### src/rtl/tt_um_uart_rx_sky25b.sv
// 8N1 serial receiver: samples ui_in[0], presents each byte on uo_out with a
// level valid / ack handshake and valid/frame_err/busy/overrun status on uio_out.
module tt_um_uart_rx_sky25b #(
    parameter int CLKS_PER_BIT = 16
) (
    input  logic [7:0] ui_in,
    output logic [7:0] uo_out,
    input  logic [7:0] uio_in,
    output logic [7:0] uio_out,
    output logic [7:0] uio_oe,
    input  logic       ena,
    input  logic       clk,
    input  logic       rst_n
);

    localparam int HALF = CLKS_PER_BIT / 2;
    localparam int CW   = $clog2(CLKS_PER_BIT);
    localparam logic [CW-1:0] CNT_MID  = CW'(HALF - 1);
    localparam logic [CW-1:0] CNT_LAST = CW'(CLKS_PER_BIT - 1);

    typedef enum logic [2:0] {
        IDLE      = 3'd0,
        START     = 3'd1,
        DATA      = 3'd2,
        STOP      = 3'd3,
        WAIT_IDLE = 3'd4
    } state_t;

    state_t        state_q;
    logic [CW-1:0] cnt_q;
    logic [2:0]    idx_q;
    logic [7:0]    shift_q;
    logic [7:0]    data_q;
    logic          rx_meta_q, rx_s_q, rx_prev_q;
    logic          ack_meta_q, ack_s_q;
    logic          valid_q, ferr_q, busy_q, overrun_q;

    logic unused_ok;
    assign unused_ok = &{1'b0, ena, uio_in, ui_in[7:2]};

    always_ff @(posedge clk or negedge rst_n) begin
        if (!rst_n) begin
            state_q    <= IDLE;
            cnt_q      <= '0;
            idx_q      <= '0;
            shift_q    <= '0;
            data_q     <= '0;
            rx_meta_q  <= 1'b1;
            rx_s_q     <= 1'b1;
            rx_prev_q  <= 1'b1;
            ack_meta_q <= 1'b0;
            ack_s_q    <= 1'b0;
            valid_q    <= 1'b0;
            ferr_q     <= 1'b0;
            busy_q     <= 1'b0;
            overrun_q  <= 1'b0;
        end else begin
            rx_meta_q  <= ui_in[0];
            rx_s_q     <= rx_meta_q;
            rx_prev_q  <= rx_s_q;
            ack_meta_q <= ui_in[1];
            ack_s_q    <= ack_meta_q;

            // Consumer ack; a same-cycle stop accept below overrides valid.
            if (valid_q && ack_s_q) begin
                valid_q   <= 1'b0;
                overrun_q <= 1'b0;
            end

            case (state_q)
                IDLE: begin
                    if (rx_prev_q && !rx_s_q) begin
                        state_q <= START;
                        cnt_q   <= '0;
                        busy_q  <= 1'b1;
                    end
                end
                START: begin
                    if (cnt_q == CNT_MID) begin
                        cnt_q <= '0;
                        if (!rx_s_q) begin
                            state_q <= DATA;
                            idx_q   <= '0;
                        end else begin
                            state_q <= IDLE;
                            busy_q  <= 1'b0;
                        end
                    end else begin
                        cnt_q <= cnt_q + 1'b1;
                    end
                end
                DATA: begin
                    if (cnt_q == CNT_LAST) begin
                        cnt_q          <= '0;
                        shift_q[idx_q] <= rx_s_q;
                        idx_q          <= idx_q + 1'b1;
                        if (idx_q == 3'd7) state_q <= STOP;
                    end else begin
                        cnt_q <= cnt_q + 1'b1;
                    end
                end
                STOP: begin
                    if (cnt_q == CNT_LAST) begin
                        cnt_q <= '0;
                        if (rx_s_q) begin
                            data_q  <= shift_q;
                            valid_q <= 1'b1;
                            ferr_q  <= 1'b0;
                            if (valid_q && !ack_s_q) overrun_q <= 1'b1;
                            state_q <= IDLE;
                            busy_q  <= 1'b0;
                        end else begin
                            ferr_q  <= 1'b1;
                            state_q <= WAIT_IDLE;
                        end
                    end else begin
                        cnt_q <= cnt_q + 1'b1;
                    end
                end
                WAIT_IDLE: begin
                    if (rx_s_q) begin
                        state_q <= IDLE;
                        busy_q  <= 1'b0;
                    end
                end
                default: begin
                    state_q <= IDLE;
                    busy_q  <= 1'b0;
                end
            endcase
        end
    end

    assign uo_out  = data_q;
    assign uio_out = {4'b0000, overrun_q, busy_q, ferr_q, valid_q};
    assign uio_oe  = 8'h0F;

endmodule
### config.mk
export PLATFORM = sky130hd
export DESIGN_NAME = tt_um_uart_rx_sky25b
export DESIGN_NICKNAME = d
export VERILOG_FILES = /design/src/rtl/tt_um_uart_rx_sky25b.sv
export SDC_FILE = /design/constraint.sdc
export NUM_CORES = 1
export LEC_CHECK = 0
export ABC_AREA = 1
export BUFFER_PORTS_ARGS = -buffer_cell sky130_fd_sc_hd__buf_2
export CORE_ASPECT_RATIO = 0.75
export CORE_MARGIN = 5
export CORE_UTILIZATION = 50
export CTS_CLUSTER_DIAMETER = 100
export CTS_CLUSTER_SIZE = 14
export DETAILED_ROUTE_END_ITERATION = 12
export PLACE_DENSITY = 0.73
export SLEW_MARGIN = 20
export SYNTH_ARGS = -nofsm -noshare
export SYNTH_HDL_FRONTEND = slang
export SYNTH_SLANG_ARGS = --single-unit
### constraint.sdc
create_clock -name clk -period 2.2 [get_ports clk]
set_input_delay 0.33 -clock clk [delete_from_list [all_inputs] [get_ports clk]]
set_output_delay 0.33 -clock clk [all_outputs]
set_load 0.02 [all_outputs]
==> results of run 1 <==
-- layout by cell type (no fill, tap or decap), drive strengths merged, types with 3 or more instances in the layout --
master	Yosys	layout
nand2	67	67
dfrtp	32	32
nor2	19	19
inv	17	17
nand3	17	17
buf	17	16
o21ai	12	12
conb	2	12
clkbuf	1	7
nand4	4	4
a21oi	3	3
ha	3	3
dfstp	3	3
-- where the power goes --
| group | total (mW) | internal [mW] | switching, mW |
|---|---|---|---|
| Combinational | 0.523 | 0.175 | 0.348 |
| Clock | 0.511 | 0.285 | 0.227 |
| Sequential | 0.817 | 0.729 | 0.0873 |
| Total | 1.85 | 1.19 | 0.663 |
-- routing by layer --
metal	GRT usage [%]	up-vias	share of wire (%)
met5	0	-	0
met2	18.4	31	38
met3	4.45	8	6.2
li1	-	643	-
met1	20.4	578	53
met4	6.62	0	2.1
-- state kept, by name, summed over array words and instances, names as in the netlist, 3 cells and up, named ones only --
register  flops
cnt_q         4
uo_out        8
idx_q         3
state_q       3
shift_q       8
-- cell usage after synthesis --
master    count
ha_1          3
nor2_1       13
o211ai_1      1
nor3_2        1
nor2_4        1
dfrtp_1      32
a21oi_1       3
nand3_1      15
buf_4        16
nor2_2        5
o21a_1        1
nand3_4       1
nand4_1       4
conb_1        2
mux2i_1       1
buf_6         1
nand3_2       1
o21ai_0      12
nand2_1      66
inv_1        16
clkbuf_1      1
nand2_2       1
nand3b_1      1
inv_2         1
clkinv_1      1
dfstp_2       3
-- worst max path at each step --
stage	to	slack (ns)	cells past startpoint
floorplan	idx_q[1]$_DFFE_PN0P_	0.83	7
global placement	idx_q[1]$_DFFE_PN0P_	0.66	7
detailed placement	idx_q[1]$_DFFE_PN0P_	0.65	7
CTS	idx_q[1]$_DFFE_PN0P_	0.63	7
global route	idx_q[1]$_DFFE_PN0P_	0.47	8
finish	idx_q[1]$_DFFE_PN0P_	0.63	8
-- cell families after synthesis --
kind of cell,Yosys count,synth area share [%]
other,2,0.437
adder cells (fa/ha/maj),3,2.19
AO/OA/AOI/OAI,17,5.24
buffers and inverters,36,11.8
flip-flops,35,51.2
multiplexers,1,0.583
AND/OR/NAND/NOR,109,28.6
-- per-stage QoR --
| step | setup slack [ns] | cell area (sq um) | hold WS [ns] | power [mW] | std cells |
|---|---|---|---|---|---|
| floorplan | 0.826 | 1760 | 0.0344 | 1.27 | 213 |
| global placement | 0.664 | 1750 | 0.332 | 1.34 | 251 |
| detailed placement | 0.650 | 1750 | 0.343 | 1.35 | 251 |
| CTS | 0.628 | 1860 | 0.122 | 1.87 | 259 |
| global route | 0.465 | 1860 | 0.128 | 2.00 | 259 |
| finish | 0.626 | 1860 | 0.0987 | 1.85 | 259 |
-- critical path: stages (launching register included) --
cell and delay (ns):
dfrtp_1 0.42, ha_1 0.27, nand2_1 0.11, nor2_2 0.04, nor2_1 0.28, nor2_2 0.09, nand2_1 0.14, nand2_1 0.07
o21ai_0 0.07
-- cell type report --
| cell class | count | area [sq um] | share of cell area [%] |
|---|---|---|---|
| clock inverter | 1 | 7.51 | 0.404 |
| sequential | 35 | 880 | 47.4 |
| tap | 40 | 50.0 | 2.70 |
| clock buffer | 7 | 96.3 | 5.19 |
| timing repair buffer | 16 | 82.6 | 4.45 |
| inverter | 18 | 67.6 | 3.64 |
| multi-input combinational | 142 | 673 | 36.3 |
==> key figures, run 1 <==
Final layout
  – P&R area growth vs syn: 8.08%
  – ANT cells: 0
  – Layout filler cell count: 309
  – Final core utilization: 56.1%
  – Layout cells sized above 1: 17.4%
  – Final net count: 240

Timing
  – Max-slew violation count: 0
  – Post-layout min period: between 1.5 and 2 ns
  – RSZ-0062 raised after global routing: no
  – Period utilization: between 70% and 80%
  – F_max: 635 MHz
  – Relative slew margins: 50.4%
  – Worst Skew: roughly 0.0085 ns
  – Setup TNS: 0 ns
  – Setup violators final: 0
  – Fin. Hold Viols: 0
  – Slew @ Worst Pin: 0.744 ns

Placed design
  – Routability cong.: 0.854
  – Port Buffer Count: 15
  – Post-DP HPWL: between 2000 and 2500 um

Critical path
  – CP max FO: 5
  – Crit start category: flop
  – Worst r2r src: cnt_q[0]$_DFFE_PN0P_
  – Critical path endpoint category: flop
  – RR Endpoint: idx_q[1]$_DFFE_PN0P_
  – Worst Path Arrival: 1.77 ns
  – Required @ worst endpoint: 2.40 ns
  – R2R depth: 8
  – Crit path kind: reg2reg
  – Worst setup path startpoint: cnt_q[0]$_DFFE_PN0P_
  – Worst R2R Setup Slack: about 0.63 ns

Floorplan
  – IO Count: 43
  – Row count: 18
  – Chip width: 77.7 um
  – Core footprint: 3310 sq um
  – Die area: 4720 sq um
  – Initial Utilization: between 50% and 60%
  – Die H: 60.8 um

Clocking
  – Cts hold-fix bufs: 0
  – CTS tree: built
  – CTS Sinks: 35
  – Max Root-Sink Buffers: 2
  – Worst-Skew Late Latency: 0.29 ns
  – Total CTS buffers: 5
  – Clk slew on worst S/H paths: 0.07 ns
  – H-tree levels: 2
  – CTS resizes: 0
  – Clk root buf: clkbuf_8
  – Post-CTS Setup Inserts: 0

Yosys
  – Mapped Area: 1720 sq um
  – Synth area leaders: dfrtp_1, nand2_1, buf_4
  – Avg Inst Size Synth: 8.46 sq um
  – Dominant cell type by area after synthesis: dfrtp_1
  – Distinct cells, synth: 26
  – Ys Warns: 0
  – Top-area cell type share of the netlist area: a little under half
  – #FFs+latches synth: 35
  – Syn Inst Count: a little over 200
  – Seq/Total Area, Yosys: around 50%

Route
  – Vias: approximately 1.3k
  – Wire length per cell: between 10 and 15 um
  – DRT antenna net count: 0
  – Drt pass-1 iters: 4
  – Vias/cell: between 4 and 5
  – Initial drt markers: 43
  – DRC: 0
  – Routed WL: 2860 um

Global route
  – GRT Total Usage: 13.9%
  – Grt total ovfl: 0
  – First-pass GRT wire length: between 5000 and 6000 um
  – Vias in the first global route: 1166
  – Initial antenna violation count: 0
  – Largest net degree at the start of global routing: 36

Power and ir drop
  – VDD IR max: around 0.43 mV
  – Pleak: between 0.9 and 1 nW
  – Power Density: 997 nW/um^2

Flow run
  – Max_cap viols: 0

Min path
  – Hold Path Class: in2async

Status
  – Status: finished clean
Note: power is estimated with default switching activity, not from simulation.
==> run 2, diff against run 1 <==
==> constraint.sdc (replaced) <==
create_clock -name clk -period 1.51 [get_ports clk]
set_input_delay 0.2265 -clock clk [delete_from_list [all_inputs] [get_ports clk]]
set_output_delay 0.2265 -clock clk [all_outputs]
set_load 0.02 [all_outputs]
==> key figures, run 2 (same netlist as run 1, synthesis figures left out) <==
Status
  – Status: finished clean

Floorplan
  – Chip width: 77.7 um
  – IO Count: 43
  – Core footprint: 3310 sq um
  – Initial Utilization: just over 50%
  – Die area: ~4700 sq um
  – Row count: 18
  – Die H: 60.8 um

Critical path
  – CP max FO: 5
  – Worst Path Arrival: approximately 1.6 ns
  – Worst r2r src: cnt_q[0]$_DFFE_PN0P_
  – Crit path kind: reg2reg
  – Required @ worst endpoint: 1.67 ns
  – Worst-path cell with the longest stage delay: dfrtp_1
  – Worst setup path startpoint: cnt_q[0]$_DFFE_PN0P_
  – Crit start category: flop
  – CP max stage delay: 0.39 ns
  – Critical path endpoint category: flop
  – Worst-path cell chain: ha_4 > nand2_1 > nor2_4 > nor2_4 > nor2_2 > nand2_2 > nand2_1 > o21ai_0

Placed design
  – Port Buffer Count: 15
  – Dpl cell area: 1790 sq um
  – Routability cong.: ~0.83
  – Pre-CTS setup slack: 0.0211 ns
  – Post-DP HPWL: ~2200 um
  – Cells after DPL: roughly 260

Route
  – Initial drt markers: 104
  – Drt pass-1 iters: 4
  – DRC: 0
  – Vias: 1281
  – Vias/cell: 4.82
  – Routed WL: 2930 um
  – DRT antenna net count: 0
  – Wire length per cell: 11.0 um

Clocking
  – H-tree levels: 2
  – Total CTS buffers: 5
  – Max Root-Sink Buffers: 2
  – Clk root buf: clkbuf_8
  – Worst-Skew Late Latency: roughly 0.28 ns
  – CTS Sinks: 35
  – CTS tree: built
  – Clk slew on worst S/H paths: 0.07 ns

Final layout
  – Layout cells sized above 1: about a fifth
  – Post-route cell area: 1930 sq um
  – Sequential Area: 880 sq um
  – Multi-input logic area: 706 sq um
  – Non-Filler Instances: 266
  – P&R area growth vs syn: 12.1%
  – ANT cells: 0
  – Layout filler cell count: 306
  – Most common cell after layout, fill and taps aside: nand2_1
  – Final core utilization: 58.2%
  – Final net count: 247
  – Most frequent cells in the layout: nand2_1, dfrtp_1, inv_1, nand3_1, buf_2

Flow run
  – Max_cap viols: 0

Power and ir drop
  – Pleak: 1.01 nW
  – VDD IR max: 0.651 mV
  – Power Density: 1420 nW/um^2

Global route
  – First-pass GRT wire length: 5240 um
  – GRT Total Usage: 14.4%
  – Grt total ovfl: 0
  – Vias in the first global route: roughly 1.2k
  – Initial antenna violation count: 0
  – Largest net degree at the start of global routing: 36

Timing
  – Post-layout min period: 1.39 ns
  – Final setup margin: 0.118 ns
  – Worst Skew: 0.00805 ns
  – Max-slew violation count: 0
  – Setup violators final: 0
  – F_max: roughly 700 MHz
  – Fin. Hold Viols: 0
  – Period utilization: around 92%

Min path
  – Hold Path Class: in2reg
  – Start point of the worst hold path: ui_in[0]
-- run 2: power by group --
group / internal, mW / switching [mW]
clock: 0.322 / 0.323
combinational: 0.339 / 0.566
sequential: 1.06 / 0.125
-- run 2: final timing paths --
check | end | slack [ns] | cells after the start
setup / recovery | idx_q[2]$_DFFE_PN0P_ | 0.12 | 8
hold / removal | rx_meta_q$_DFF_PN1_ | 0.04 | 1
setup reg to reg | idx_q[2]$_DFFE_PN0P_ | 0.12 | 8
hold reg to reg | rx_s_q$_DFF_PN1_ | 0.36 | 0
max in group asynchronous | rx_s_q$_DFF_PN1_ | 0.69 | 3
min in group asynchronous | uo_out[3]$_DFFE_PN0P_ | 0.48 | 3
-- run 2: layout make-up --
class / instances / share of cell area, %
Inverter: 18 / 3.51
Multi-Input combinational cell: 142 / 36.6
Sequential cell: 35 / 45.7
Clock inverter: 2 / 0.650
Tap cell: 40 / 2.60
Clock buffer: 6 / 3.77
Timing Repair Buffer: 23 / 7.15
-- run 2: per-layer routing --
metal	GRT usage (%)	vias to the layer above	share of wire [%]
met5	0	-	0
met4	3.68	0	1.1
met3	6.68	5	6.7
met1	19.7	581	49
li1	-	663	-
met2	20.7	32	43
-- run 2: timing repair --
action / CTS / global route
pin swaps: 0 / 1
resized for setup: 1 / 8
setup buffers: 0 / 1
setup endpoints to repair: 1 / 19
hold buffers: 1 / 0
endpoints found under the hold margin: 32 / 0
-- run 2: through the flow --
stage	total power [mW]	setup TNS, ns	hold slack (ns)
2_1_floorplan	1.85	0	-0.0691
3_3_place_gp	2.00	0	0.278
3_5_place_dp	2.02	0	0.280
4_1_cts	2.68	0	0.0282
5_1_grt	2.96	-0.0100	0.0139
6_report	2.74	0	0.0368
-- run 2: critical path: cells and delay by family, from the launching register on --
family	cells	cell delay (ns)
adder cells (fa/ha/maj)	1	0.17
flip-flops	1	0.39
AO/OA/AOI/OAI	1	0.07
AND/OR/NAND/NOR	6	0.63
